==> src/rtl/draw_rect_engine_if.sv <==
// draw_rect_engine_if: bundles the processor store snoop port, the framebuffer
// valid/ready pixel port and the engine's status outputs.
// master = processor/framebuffer side, slave = fill engine.
interface draw_rect_engine_if #(
   parameter int FB_AW   = 19,
   parameter int COLOR_W = 8
);
   logic               MemWrite;
   logic [31:0]        DataAdr;
   logic [31:0]        WriteData;
   logic               fb_valid;
   logic               fb_ready;
   logic [FB_AW-1:0]   fb_addr;
   logic [COLOR_W-1:0] fb_data;
   logic               busy;
   logic               done;
   logic [31:0]        status;

   modport master (
      output MemWrite, DataAdr, WriteData, fb_ready,
      input  fb_valid, fb_addr, fb_data, busy, done, status
   );

   modport slave (
      input  MemWrite, DataAdr, WriteData, fb_ready,
      output fb_valid, fb_addr, fb_data, busy, done, status
   );
endinterface

==> src/rtl/draw_rect_engine.sv <==
// draw_rect_engine: memory-mapped rectangle fill engine. Snoops processor
// stores into a small register window and streams one framebuffer write per
// pixel of the clipped rectangle, row-major.
// Optional feature: define DRAW_ABORT_EN to enable CTRL bit1 abort and
// status[1]; when undefined no abort logic exists.
module draw_rect_engine #(
   parameter logic [31:0] BASE_ADR = 32'h0000_1000,
   parameter int          SCREEN_W = 640,
   parameter int          SCREEN_H = 480,
   parameter int          FB_AW    = 19,
   parameter int          COLOR_W  = 8
) (
   input  logic               clk,
   input  logic               reset,
   draw_rect_engine_if.slave  bus
);

   typedef enum logic [1:0] {IDLE, SETUP, DRAW, DONE} state_t;

   localparam logic [9:0]       MAX_X  = 10'(SCREEN_W - 1);
   localparam logic [9:0]       MAX_Y  = 10'(SCREEN_H - 1);
   localparam logic [9:0]       SCR_W  = 10'(SCREEN_W);
   localparam logic [9:0]       SCR_H  = 10'(SCREEN_H);
   localparam logic [FB_AW-1:0] ROW_SZ = FB_AW'(SCREEN_W);

   state_t             r_state;
   logic [9:0]         r_x0, r_y0, r_x1, r_y1;
   logic [COLOR_W-1:0] r_color;
   logic [9:0]         r_x1c, r_y1c, r_cx, r_cy;
   logic [FB_AW-1:0]   r_rowBase, r_fbAddr;
   logic [COLOR_W-1:0] r_fbData;
   logic               r_fbValid, r_done;

   logic               w_wrX0, w_wrY0, w_wrX1, w_wrY1, w_wrColor, w_wrCtrl;
   logic               w_start, w_busy, w_hs, w_empty, w_abort, w_aborted;
   logic [9:0]         w_x1c, w_y1c;
   logic [FB_AW-1:0]   w_rowBaseInit, w_nextRowBase;
   logic               w_unused;

   assign w_wrX0    = bus.MemWrite && (bus.DataAdr == BASE_ADR + 32'h00);
   assign w_wrY0    = bus.MemWrite && (bus.DataAdr == BASE_ADR + 32'h04);
   assign w_wrX1    = bus.MemWrite && (bus.DataAdr == BASE_ADR + 32'h08);
   assign w_wrY1    = bus.MemWrite && (bus.DataAdr == BASE_ADR + 32'h0C);
   assign w_wrColor = bus.MemWrite && (bus.DataAdr == BASE_ADR + 32'h10);
   assign w_wrCtrl  = bus.MemWrite && (bus.DataAdr == BASE_ADR + 32'h14);
   assign w_start   = w_wrCtrl && bus.WriteData[0];

   assign w_busy    = (r_state != IDLE);
   assign w_hs      = r_fbValid && bus.fb_ready;

   // Clip the far corner to the screen; the near corner is range-checked in SETUP.
   assign w_x1c     = (r_x1 > MAX_X) ? MAX_X : r_x1;
   assign w_y1c     = (r_y1 > MAX_Y) ? MAX_Y : r_y1;
   assign w_empty   = (r_x0 > r_x1c) || (r_y0 > r_y1c) || (r_x0 >= SCR_W) || (r_y0 >= SCR_H);

   assign w_rowBaseInit = FB_AW'(r_y0) * ROW_SZ;
   assign w_nextRowBase = r_rowBase + ROW_SZ;

   // Upper store-data bits carry no register content.
   assign w_unused = ^bus.WriteData;

`ifdef DRAW_ABORT_EN
   logic r_abortReq, r_aborted;
   logic w_abortWr;

   assign w_abortWr = w_wrCtrl && bus.WriteData[1] && w_busy;
   assign w_abort   = w_abortWr || r_abortReq;
   assign w_aborted = r_aborted;

   // Remember an abort request until the command ends; record that it ended by abort.
   always_ff @(posedge clk or negedge reset) begin
      if (!reset) begin
         r_abortReq <= 1'b0;
         r_aborted  <= 1'b0;
      end else begin
         if (r_state == IDLE)
            r_abortReq <= 1'b0;
         else if (w_abortWr)
            r_abortReq <= 1'b1;

         if (r_state == IDLE && w_start)
            r_aborted <= 1'b0;
         else if ((r_state == SETUP && w_abort) ||
                  (r_state == DRAW && w_abort && (w_hs || !r_fbValid)))
            r_aborted <= 1'b1;
      end
   end
`else
   assign w_abort   = 1'b0;
   assign w_aborted = 1'b0;
`endif

   // Coordinate and colour registers; frozen while a command is running.
   always_ff @(posedge clk or negedge reset) begin
      if (!reset) begin
         r_x0    <= '0;
         r_y0    <= '0;
         r_x1    <= '0;
         r_y1    <= '0;
         r_color <= '0;
      end else if (r_state == IDLE) begin
         if (w_wrX0)    r_x0    <= bus.WriteData[9:0];
         if (w_wrY0)    r_y0    <= bus.WriteData[9:0];
         if (w_wrX1)    r_x1    <= bus.WriteData[9:0];
         if (w_wrY1)    r_y1    <= bus.WriteData[9:0];
         if (w_wrColor) r_color <= bus.WriteData[COLOR_W-1:0];
      end
   end

   // Fill sequencer: latch bounds, walk the rectangle row-major, pulse done.
   always_ff @(posedge clk or negedge reset) begin
      if (!reset) begin
         r_state   <= IDLE;
         r_x1c     <= '0;
         r_y1c     <= '0;
         r_cx      <= '0;
         r_cy      <= '0;
         r_rowBase <= '0;
         r_fbAddr  <= '0;
         r_fbData  <= '0;
         r_fbValid <= 1'b0;
         r_done    <= 1'b0;
      end else begin
         r_done <= 1'b0;
         case (r_state)
            IDLE: begin
               if (w_start) begin
                  r_x1c    <= w_x1c;
                  r_y1c    <= w_y1c;
                  r_fbData <= r_color;
                  r_state  <= SETUP;
               end
            end
            SETUP: begin
               if (w_empty || w_abort) begin
                  r_done  <= 1'b1;
                  r_state <= DONE;
               end else begin
                  r_cx      <= r_x0;
                  r_cy      <= r_y0;
                  r_rowBase <= w_rowBaseInit;
                  r_fbAddr  <= w_rowBaseInit + FB_AW'(r_x0);
                  r_fbValid <= 1'b1;
                  r_state   <= DRAW;
               end
            end
            DRAW: begin
               if (w_hs) begin
                  if (w_abort) begin
                     r_fbValid <= 1'b0;
                     r_done    <= 1'b1;
                     r_state   <= DONE;
                  end else if (r_cx != r_x1c) begin
                     r_cx     <= r_cx + 10'd1;
                     r_fbAddr <= r_fbAddr + FB_AW'(1);
                  end else if (r_cy != r_y1c) begin
                     r_cx      <= r_x0;
                     r_cy      <= r_cy + 10'd1;
                     r_rowBase <= w_nextRowBase;
                     r_fbAddr  <= w_nextRowBase + FB_AW'(r_x0);
                  end else begin
                     r_fbValid <= 1'b0;
                     r_done    <= 1'b1;
                     r_state   <= DONE;
                  end
               end else if (w_abort && !r_fbValid) begin
                  r_done  <= 1'b1;
                  r_state <= DONE;
               end
            end
            DONE: begin
               r_state <= IDLE;
            end
            default: begin
               r_state <= IDLE;
            end
         endcase
      end
   end

   assign bus.fb_valid = r_fbValid;
   assign bus.fb_addr  = r_fbAddr;
   assign bus.fb_data  = r_fbData;
   assign bus.busy     = w_busy;
   assign bus.done     = r_done;
   assign bus.status   = {30'b0, w_aborted, w_busy};

endmodule

==> src/flat_wrapper.sv <==
// flat-port wrapper written by rule: the top's interface ports become plain ports
module draw_rect_engine_flat 
#(
   parameter logic [31:0] BASE_ADR = 32'h0000_1000,
   parameter int          SCREEN_W = 640,
   parameter int          SCREEN_H = 480,
   parameter int          FB_AW    = 19,
   parameter int          COLOR_W  = 8
)
  (clk, reset, bus_MemWrite, bus_DataAdr, bus_WriteData, bus_fb_ready, bus_fb_valid, bus_fb_addr, bus_fb_data, bus_busy, bus_done, bus_status);
  draw_rect_engine_if #(.FB_AW(FB_AW), .COLOR_W(COLOR_W)) bus_i ();
  input  logic clk;
  input  logic reset;
  input wire logic [$bits(bus_i.MemWrite)-1:0] bus_MemWrite;
  input wire logic [$bits(bus_i.DataAdr)-1:0] bus_DataAdr;
  input wire logic [$bits(bus_i.WriteData)-1:0] bus_WriteData;
  input wire logic [$bits(bus_i.fb_ready)-1:0] bus_fb_ready;
  output wire logic [$bits(bus_i.fb_valid)-1:0] bus_fb_valid;
  output wire logic [$bits(bus_i.fb_addr)-1:0] bus_fb_addr;
  output wire logic [$bits(bus_i.fb_data)-1:0] bus_fb_data;
  output wire logic [$bits(bus_i.busy)-1:0] bus_busy;
  output wire logic [$bits(bus_i.done)-1:0] bus_done;
  output wire logic [$bits(bus_i.status)-1:0] bus_status;
  assign bus_i.MemWrite = bus_MemWrite;
  assign bus_i.DataAdr = bus_DataAdr;
  assign bus_i.WriteData = bus_WriteData;
  assign bus_i.fb_ready = bus_fb_ready;
  assign bus_fb_valid = bus_i.fb_valid;
  assign bus_fb_addr = bus_i.fb_addr;
  assign bus_fb_data = bus_i.fb_data;
  assign bus_busy = bus_i.busy;
  assign bus_done = bus_i.done;
  assign bus_status = bus_i.status;
  draw_rect_engine #(.BASE_ADR(BASE_ADR), .SCREEN_W(SCREEN_W), .SCREEN_H(SCREEN_H), .FB_AW(FB_AW), .COLOR_W(COLOR_W)) u_core (.clk(clk), .reset(reset), .bus(bus_i));
endmodule
==> config.mk <==
export PLATFORM = sky130hd
export DESIGN_NAME = draw_rect_engine_flat
export DESIGN_NICKNAME = d
export VERILOG_FILES = /design/src/rtl/draw_rect_engine_if.sv /design/src/rtl/draw_rect_engine.sv /design/src/flat_wrapper.sv
export SDC_FILE = /design/constraint.sdc
export NUM_CORES = 1
export LEC_CHECK = 0
export CORE_MARGIN = 2
export CORE_UTILIZATION = 45
export CTS_CLUSTER_SIZE = 25
export DETAILED_ROUTE_END_ITERATION = 8
export DONT_BUFFER_PORTS = 1
export PLACE_DENSITY = 0.7
export SYNTH_ARGS = -nofsm -noshare
export SYNTH_HDL_FRONTEND = slang
export SYNTH_SLANG_ARGS = --single-unit
==> constraint.sdc <==
create_clock -name clk -period 5.7 [get_ports clk]
set_clock_uncertainty 0.15 [all_clocks]
set_input_delay 0.57 -clock clk [delete_from_list [all_inputs] [get_ports clk]]
set_output_delay 0.57 -clock clk [all_outputs]
set_load 0.02 [all_outputs]
==> results of run 1 <==
==> path summary, 6_finish.rpt <==
kind / from / to / slack [ps] / cells past startpoint
worst max register to register: u_core.r_x0[3]$_DFFE_PN0P_ / u_core.r_cy[0]$_DFFE_PN0P_ / 2030 / 7
min in group asynchronous: reset / u_core.bus.fb_addr[4]$_DFFE_PN0P_ / 620 / 2
worst min register to register: u_core.r_color[2]$_DFFE_PN0P_ / u_core.bus.fb_data[2]$_DFFE_PN0P_ / 360 / 1
max in group asynchronous: reset / u_core.r_x0[2]$_DFFE_PN0P_ / 4270 / 2
worst max-delay path: u_core.r_x0[3]$_DFFE_PN0P_ / u_core.r_cy[0]$_DFFE_PN0P_ / 2030 / 7
worst min-delay path: bus_WriteData[1] / u_core.r_y0[1]$_DFFE_PN0P_ / 110 / 2
==> synth_stat cells, types with 3 or more instances <==
cell type and number:
o21a_1 3, and3_1 16, o2111ai_1 6, a21o_1 11, a311oi_1 3, a22oi_1 4, inv_1 44, a22o_1 5
o21ai_0 52, and4_1 7, nand2b_1 4, o32ai_1 4, mux2_2 53, o31ai_1 4, nand2_1 70, a31oi_1 7
xor2_1 31, nand4_1 19, o211ai_1 3, buf_2 6, xnor2_1 23, dfrtp_1 131, o22a_1 3, a211o_1 7
mux2i_1 6, nor2b_1 7, nor3_1 25, nand3_1 34, clkbuf_1 36, a211oi_1 9, nor4b_1 4, nor4_1 14
or3_1 9, nor2_1 62, a21oi_1 72, ha_1 50, buf_4 33, o22ai_1 22
==> repair_timing <==
action | in CTS | in global routing
hold buffers | 2 | 0
endpoints found under the setup margin | 0 | 0
hold endpoints to repair | 131 | 0
==> metrics by stage <==
step | setup slack, ps | hold slack, ps
after floorplan | 2671 | 124.4
after global placement | 2070 | 126.9
after detailed placement | 2084 | 127.1
after CTS | 2074 | 90.70
after global routing | 1844 | 120.4
final | 2025 | 108.8
==> layout make-up <==
cell class                      instances  area [µm²]
Fill cell                            1707        9409
Multi-Input combinational cell        724        4951
Sequential cell                       131        3278
Clock buffer                           19       442.9
Tap cell                              260       325.3
Inverter                               44       165.2
Clock inverter                         13       138.9
Timing Repair Buffer                   13       120.1
==> worst max-delay path, delay by kind of cell (launching register included) <==
family,cells,cell delay [ps]
flops,1,470
compound gates,5,2200
fa+ha+maj,1,330
mux,1,420
==> layer usage <==
metal,track usage (%),vias to the layer above,wire (µm)
li1,-,3387,-
met1,31.56,3368,10330
met2,34.50,231,9849
met3,4.494,31,1285
met4,7.764,0,495
met5,0,-,0
==> state kept, by name (all words and copies together), names as in the netlist <==
name                 cells
u_core.bus.fb_addr      19
u_core.r_rowBase        12
u_core.r_cx             10
u_core.r_cy             10
u_core.r_x0             10
u_core.r_x1             10
u_core.r_x1c            10
u_core.r_y0             10
u_core.r_y1             10
u_core.r_y1c            10
u_core.bus.fb_data       8
u_core.r_color           8
u_core.r_state           2
u_core.bus.done          1
u_core.bus.fb_valid      1
==> kinds of logic (layout without fill, tap and decap cells) <==
| family | count (synthesis) | count (layout) | synth area share [%] |
|---|---|---|---|
| AO/OA/AOI/OAI | 242 | 242 | 18.12 |
| XOR/XNOR | 54 | 54 | 5.447 |
| adder cells (fa/ha/maj) | 52 | 52 | 7.667 |
| buffers and inverters | 122 | 89 | 6.874 |
| flip-flops | 131 | 131 | 37.76 |
| multiplexers | 59 | 59 | 7.566 |
| other | 1 | 32 | 0.04319 |
| AND/OR/NAND/NOR | 285 | 285 | 16.53 |
==> power by group <==
part | total [mW] | switching, mW | leakage (nW) | internal (mW)
clock | 1.09 | 0.462 | 0.283 | 0.626
combinational | 0.0424 | 0.0378 | 2.38 | 0.00460
sequential | 0.930 | 0.00000471 | 1.65 | 0.930
total | 2.06 | 0.500 | 4.32 | 1.56
==> metrics, run 1 <==
maximum vdd drop 0.0002206 V; io pins 130; critical-path maximum fanout 27; final worst path period share 64.47%; grt total ovfl 0; Worst Path Arrival 3850 ps; number of synthesized flops with an enable pin 0; routed vias around 7000; TNS Setup 0 ps; Post-Route WL around 22 mm; share of cells above drive strength 1 11.65%; CP Launch Type flop; antenna cell count 0; final hold viol count 0; dpl hpwl 15.30 mm; critical path class reg -> reg; NumNets Final between 1000 and 1500; most frequent cells in the layout dfrtp_1 (131), a21oi_1 (72), nand2_1 (70), nor2_1 (62), mux2_2 (53); Synth Register Bits 131; static leakage 4.317 nW; status complete, no violations; Synth area leaders dfrtp_1 (38%), ha_1 (7.2%), mux2_2 (6.9%); IO Port Bufs 0; Pre-Repair DR Iteration Count 5; Clock Latency Late Sink 440 ps; CTS Sinks 131; initial antenna violation count 0; Die Y 142.9 µm; Relative slew margins 15.69%; Synth top area share 37.76%; most used cell, CP a21o_1; cell area after layout 0.009422 mm²; Total Power 2.060 mW; number of cells produced by synthesis 946; worst-margin pin slew approximately 1300 ps; CP max stage cell a211oi_4; post-layout util 50.03%; CTS Buffer Depth 2; post_cts resized 0; Post-Place Cells 1170; Required @ worst endpoint 5880 ps; DRC Markers 0; Worst Hold Class in -> reg; Distinct cells, synth 71; Mean Syn Cell Area 9.178 µm²; highest clock rate between 200 and 300 MHz; RSZ-0062 raised after global routing no; H-tree levels 4; max cap viols 0; vias in the first global route 6760; critical path cell sequence ha_1, a21o_1, a21o_1, a2111o_1, a211o_1, a211oi_4, mux2_2; power density over the cells 218.6 mW/mm²; Yosys top cell by area dfrtp_1; final weighted congestion in routability-driven placement 0.8523; root buffer cell clkbuf_16; highest cell delay on the worst timing path 1050 ps; first-pass GRT wire length 35.64 mm; Synth warnings 0; fin crit period 3675 ps; Initial Utilization 46.11%; ys flop type dfrtp_1; asr flop ratio synth 100.0%; number of CTS-inserted buffers 17; synth-to-layout area growth 8.517%; Final ANT Viol Nets 0; largest net degree at the start of global routing approximately 130; Cell Rows 50; DR vias/cell 5.828; GRT Overall Usage approximately 22%; DRT iter0 DRCs 419; fin. max-slew vios 0; die width approximately 140 µm; Non-Filler Instances 1204; Placed Area 0.008802 mm²; most common cell after layout, fill and taps aside dfrtp_1; Seq/Total Area, Yosys 37.76%; Worst setup EP type flop; Mapped Area slightly below 0.009 mm²; Final setup violation count 0; Clock Pin Slew Worst Setup and Hold Paths about 60 ps; Core Box Area roughly 0.019 mm²; wire per inst around 18 µm; setup bufs post-CTS 0; Die ar. 0.02042 mm²; CTS tree done
(Power assumes the default switching activity.)
==> run 2: changes to the inputs <==
Clock period 5.7 ns to 3.4 ns, I/O delays scaled along.
==> metrics, run 2 (synthesis results as in run 1) <==
DR vias/cell 5.748 (was 5.828); pre-CTS setup slack 215.0 ps (was 2084 ps); reg2reg path depth 11 (was 7); static leakage 4.468 nW (was 4.317 nW); NumNets Final 1088 (was 1051); top sig layer met4 (unchanged); TNS Setup 0 ps (unchanged); Final setup violation count 0 (unchanged); Worst Hold Class in -> async (was in -> reg); wire per inst 17.82 µm (was 18.24 µm); DRT iter0 DRCs 445 (was 419); IO Port Bufs 0 (unchanged); critical-path maximum fanout 4 (was 27); Core Box Area 0.01883 mm² (unchanged); Post-Route WL 22.08 mm (was 21.96 mm); io pins 130 (unchanged); M1 WL 10.57 mm (was 10.33 mm); Worst R2R Setup Slack 190 ps (was 2030 ps); Final ANT Viol Nets 0 (unchanged); final hold viol count 131 (was 0); grt total ovfl 0 (unchanged); highest clock rate 311.5 MHz (was 272.1 MHz); post_cts resized 0 (unchanged); Die ar. 0.02042 mm² (unchanged); dpl hpwl 15.80 mm (was 15.30 mm); Hold Buf Count CTS 11 (was 2); metal3 WL 1.215 mm (was 1.285 mm); status finished, violations left (was complete, no violations); setup bufs post-CTS 0 (unchanged); share of cells above drive strength 1 13.89% (was 11.65%); Cell Rows 50 (unchanged); Initial Utilization 46.11% (unchanged); failing checks negative hold slack; Pre-Repair DR Iteration Count 5 (unchanged); Worst Setup Slack, final 189.4 ps (was 2025 ps); routed vias 7122 (was 7017); CTS Buffer Depth 2 (unchanged); DR WL met2 9.916 mm (was 9.849 mm); power density over the cells 351.3 mW/mm² (was 218.6 mW/mm²); most frequent cells in the layout dfrtp_1 (131), a21oi_1 (72), nand2_1 (70), nor2_1 (62), mux2_2 (53) (unchanged); GRT Overall Usage 22.50% (was 22.44%); Worst setup EP type flop (unchanged); R2R Path End u_core.bus.fb_addr[18]$_DFFE_PN0P_ (was u_core.r_cy[0]$_DFFE_PN0P_); Clock Latency Late Sink 440 ps (about the same); CTS tree done (unchanged); vias in the first global route 6861 (was 6760); Die Y 142.9 µm (unchanged); cell area after layout 0.009677 mm² (was 0.009422 mm²); RSZ-0062 raised after global routing no (unchanged); Clock Pin Slew Worst Setup and Hold Paths 60 ps (about the same); Worst Hold Slack -559.9 ps (was 108.8 ps); DRC Markers 0 (unchanged); Worst Path Arrival 3380 ps (was 3850 ps); largest net degree at the start of global routing 132 (unchanged); antenna cell count 0 (unchanged); number of CTS-inserted buffers 17 (unchanged); max reg flops 19 (unchanged); Required @ worst endpoint 3570 ps (was 5880 ps); maximum vdd drop 0.0004293 V (was 0.0002206 V); fin. max-slew vios 0 (unchanged); most common cell after layout, fill and taps aside dfrtp_1 (unchanged); Layout fillers 1704 (was 1707); CP Launch Type flop (unchanged); reg2reg start u_core.r_y0[3]$_DFFE_PN0P_ (was u_core.r_x0[3]$_DFFE_PN0P_); first-pass GRT wire length 35.88 mm (was 35.64 mm); fin crit period 3211 ps (was 3675 ps); worst-margin pin slew 747.6 ps (was 1261 ps); synth-to-layout area growth 11.46% (was 8.517%); final weighted congestion in routability-driven placement 0.8859 (was 0.8523); root buffer cell clkbuf_16 (unchanged); H-tree levels 4 (unchanged); max cap viols 0 (unchanged); final worst path period share 94.43% (was 64.47%); Critical Path Source u_core.r_y0[3]$_DFFE_PN0P_ (was u_core.r_x0[3]$_DFFE_PN0P_); Relative slew margins 50.16% (was 15.69%); critical path class reg -> reg (unchanged); initial antenna violation count 0 (unchanged); die width 142.9 µm (unchanged); CTS Sinks 131 (unchanged); Placed Area 0.009012 mm² (was 0.008802 mm²)
## run 2: power by group
group	internal [mW]	leakage (nW)	switching, mW
Clock	1.01	0.267	0.771
Sequential	1.56	1.65	0.00000795
Combinational	0.0124	2.55	0.0476
Total	2.58	4.47	0.819
## run 2: critical path, cell delays in order (launching register included)
cell,delay [ps]
dfrtp_1,420
ha_1,290
ha_1,240
fa_1,410
a211oi_1,210
buf_4,160
o21ai_0,90
a211o_1,320
and3_1,200
o2111a_1,250
o21ai_0,240
a21oi_1,100
## run 2: worst max path at each step
| stage | slack (ps) | endpoint |
|---|---|---|
| floorplan | 370 | u_core.bus.fb_addr[11]$_DFFE_PN0P_ |
| detailed placement | 220 | u_core.bus.fb_addr[17]$_DFFE_PN0P_ |
| global route | 30 | u_core.bus.fb_addr[18]$_DFFE_PN0P_ |
| CTS | 200 | u_core.bus.fb_addr[17]$_DFFE_PN0P_ |
| global placement | 240 | u_core.bus.fb_addr[18]$_DFFE_PN0P_ |
| finish | 190 | u_core.bus.fb_addr[18]$_DFFE_PN0P_ |
## run 2: layout make-up
class	count	area [µm²]	share of cell area, %
flip-flops and latches	131	3278	33.88
inverters	44	165.2	1.707
multi-input cells	724	4951	51.16
repair buffers	50	402.9	4.163
clock buffers	17	425.4	4.396
well taps	260	325.3	3.362
clock inverters	13	128.9	1.332
## run 2: metal layers
metal  vias up  track usage, %
met5         -               0
met4         0           6.931
met3        28           5.030
met2       225           35.23
met1      3412           31.13
li1       3457               -
## run 2: through the flow
step           hold slack [ps]  power, mW  utilization, %  instances
6_report                -559.9      3.399           51.39       1239
4_1_cts                 -568.8      3.417           51.39       1239
3_5_place_dp            -102.1      1.624           47.86       1198
3_3_place_gp            -102.6      1.624           47.86       1198
2_1_floorplan           -105.6      1.650               -        977
5_1_grt                 -576.4      3.496           51.39       1239
==> run 3: changes to the inputs <==
Settings changed: CORE_ASPECT_RATIO set to 1.4.
==> metrics, run 3 (synthesis results as in run 1) <==
critical path cell sequence ha_1, ha_1, fa_1, a211oi_1, o21ai_0, a211o_1, and3_1, o2111a_1, o21ai_0, a21oi_1 (was ha_1, ha_1, fa_1, a211oi_1, buf_4, o21ai_0, a211o_1, and3_1, o2111a_1, o21ai_0, a21oi_1); Relative slew margins 57.07% (was 50.16%); number of CTS-inserted buffers 17 (unchanged); highest clock rate 310.4 MHz (was 311.5 MHz); Initial Utilization 45.53% (was 46.11%); DRC Markers 0 (unchanged); NumNets Final 1082 (was 1088); DR vias/cell 5.962 (was 5.748); CTS Buffer Depth 2 (unchanged); DRT iter0 DRCs 512 (was 445); most frequent cells in the layout dfrtp_1 (131), a21oi_1 (72), nand2_1 (70), nor2_1 (62), mux2_2 (53) (unchanged); CTS tree done (unchanged); setup bufs post-CTS 0 (unchanged); status finished, violations left (unchanged); Placed Area 0.008959 mm² (was 0.009012 mm²); grt total ovfl 0 (unchanged); synth-to-layout area growth 11.04% (was 11.46%); Clock Latency Late Sink 430 ps (was 440 ps); IO Port Bufs 0 (unchanged); CP max stage cell fa_1 (was dfrtp_1); GRT Overall Usage 22.59% (was 22.50%); Clock Pin Slew Worst Setup and Hold Paths 70 ps (was 60 ps); CTS Sinks 131 (unchanged); vias in the first global route 7222 (was 6861); Final setup violation count 0 (unchanged); Core Box Area 0.01907 mm² (was 0.01883 mm²); Worst setup EP type flop (unchanged); power density over the cells 355.1 mW/mm² (was 351.3 mW/mm²); Non-Filler Instances 1221 (was 1239); Cell Rows 60 (was 50); final weighted congestion in routability-driven placement 0.8309 (was 0.8859); Post-Place Cells 1180 (was 1198); Worst Path Arrival 3380 ps (about the same); initial antenna violation count 0 (unchanged); Hold Buf Count CTS 11 (unchanged); fin crit period 3221 ps (was 3211 ps); post-layout util 50.56% (was 51.39%); worst-margin pin slew 638.6 ps (was 747.6 ps); wire per inst 18.42 µm (was 17.82 µm); Die Y 168.4 µm (was 142.9 µm); fin. max-slew vios 0 (unchanged); Worst Hold Slack -536.7 ps (was -559.9 ps); largest net degree at the start of global routing 132 (unchanged); highest cell delay on the worst timing path 420 ps (about the same); RSZ-0062 raised after global routing no (unchanged); most common cell after layout, fill and taps aside dfrtp_1 (unchanged); Post-Route WL 22.49 mm (was 22.08 mm); CP Launch Type flop (unchanged); root buffer cell clkbuf_16 (unchanged); max cap viols 0 (unchanged); Layout fillers 1822 (was 1704); antenna cell count 0 (unchanged); Worst Hold Class in -> async (unchanged); dpl hpwl 16.26 mm (was 15.80 mm); Pre-Repair DR Iteration Count 6 (was 5); io pins 130 (unchanged); die width 121.4 µm (was 142.9 µm); final hold viol count 131 (unchanged); Die ar. 0.02044 mm² (was 0.02042 mm²); cell area after layout 0.009641 mm² (was 0.009677 mm²); critical-path maximum fanout 4 (unchanged); share of cells above drive strength 1 13.46% (was 13.89%); final worst path period share 94.75% (was 94.43%); failing checks negative hold slack (unchanged); Final ANT Viol Nets 0 (unchanged); maximum vdd drop 0.0003485 V (was 0.0004293 V); critical path class reg -> reg (unchanged); post_cts resized 0 (unchanged); routed vias 7280 (was 7122); static leakage 4.449 nW (was 4.468 nW); first-pass GRT wire length 36.29 mm (was 35.88 mm); TNS Setup 0 ps (unchanged); Required @ worst endpoint 3550 ps (was 3570 ps); max reg flops 19 (unchanged); H-tree levels 4 (unchanged)
==> run 3: cell types whose count changed in the layout (fill, tap and decap cells not counted), sizes merged <==
cell / previous run / this run
buf: 39 / 33
bufinv: 1 / 2
clkbuf: 17 / 18
clkinvlp: 2 / 3
inv: 49 / 46
==> run 3: final timing paths <==
check | start | cells past startpoint | slack [ps] | to
worst max-delay path | u_core.r_y0[1]$_DFFE_PN0P_ | 10 | 180 | u_core.bus.fb_addr[18]$_DFFE_PN0P_
worst min-delay path | reset | 0 | -540 | u_core.r_rowBase[11]$_DFFE_PN0P_
worst max register to register | u_core.r_y0[1]$_DFFE_PN0P_ | 10 | 180 | u_core.bus.fb_addr[18]$_DFFE_PN0P_
worst min register to register | u_core.r_color[1]$_DFFE_PN0P_ | 1 | 360 | u_core.bus.fb_data[1]$_DFFE_PN0P_
max in group asynchronous | reset | 0 | 3430 | u_core.r_x1c[0]$_DFFE_PN0P_
min in group clk | bus_fb_ready | 3 | 60 | u_core.bus.fb_valid$_DFFE_PN0P_
==> run 3: cell type report <==
class | instances | area [µm²] | area share, %
Tap cell | 248 | 310.3 | 3.219
Clock buffer | 18 | 439.2 | 4.555
Inverter | 44 | 165.2 | 1.713
Multi-Input combinational cell | 724 | 4957 | 51.42
Sequential cell | 131 | 3278 | 34.00
Clock inverter | 12 | 132.6 | 1.376
Timing Repair Buffer | 44 | 357.8 | 3.712
==> run 3: worst max-delay path, delay by kind of cell, from the launching register on <==
family | cells | cell delay [ps]
fa+ha+maj | 3 | 960
simple gates | 1 | 190
compound gates | 6 | 1420
flops | 1 | 390
==> run 3: stage by stage <==
stage	setup slack [ps]	power [mW]
CTS	192.4	3.442
finish	178.5	3.424
global route	26.82	3.513
detailed placement	208.6	1.624
global placement	176.1	1.624
floorplan	370.7	1.650
==> run 3: power by group <==
part           switching (mW)  internal (mW)  total [mW]
combinational          0.0481         0.0123      0.0605
clock                   0.713           1.09        1.80
sequential         0.00000785           1.56        1.56
==> run 3: per-layer routing <==
layer / GRT usage (%) / wire length (µm) / part of all wire (%)
met5: 0 / 0 / 0
met4: 10.89 / 780 / 3.5
met3: 5.149 / 1453 / 6.5
met2: 38.18 / 11070 / 49
met1: 26.94 / 9178 / 41
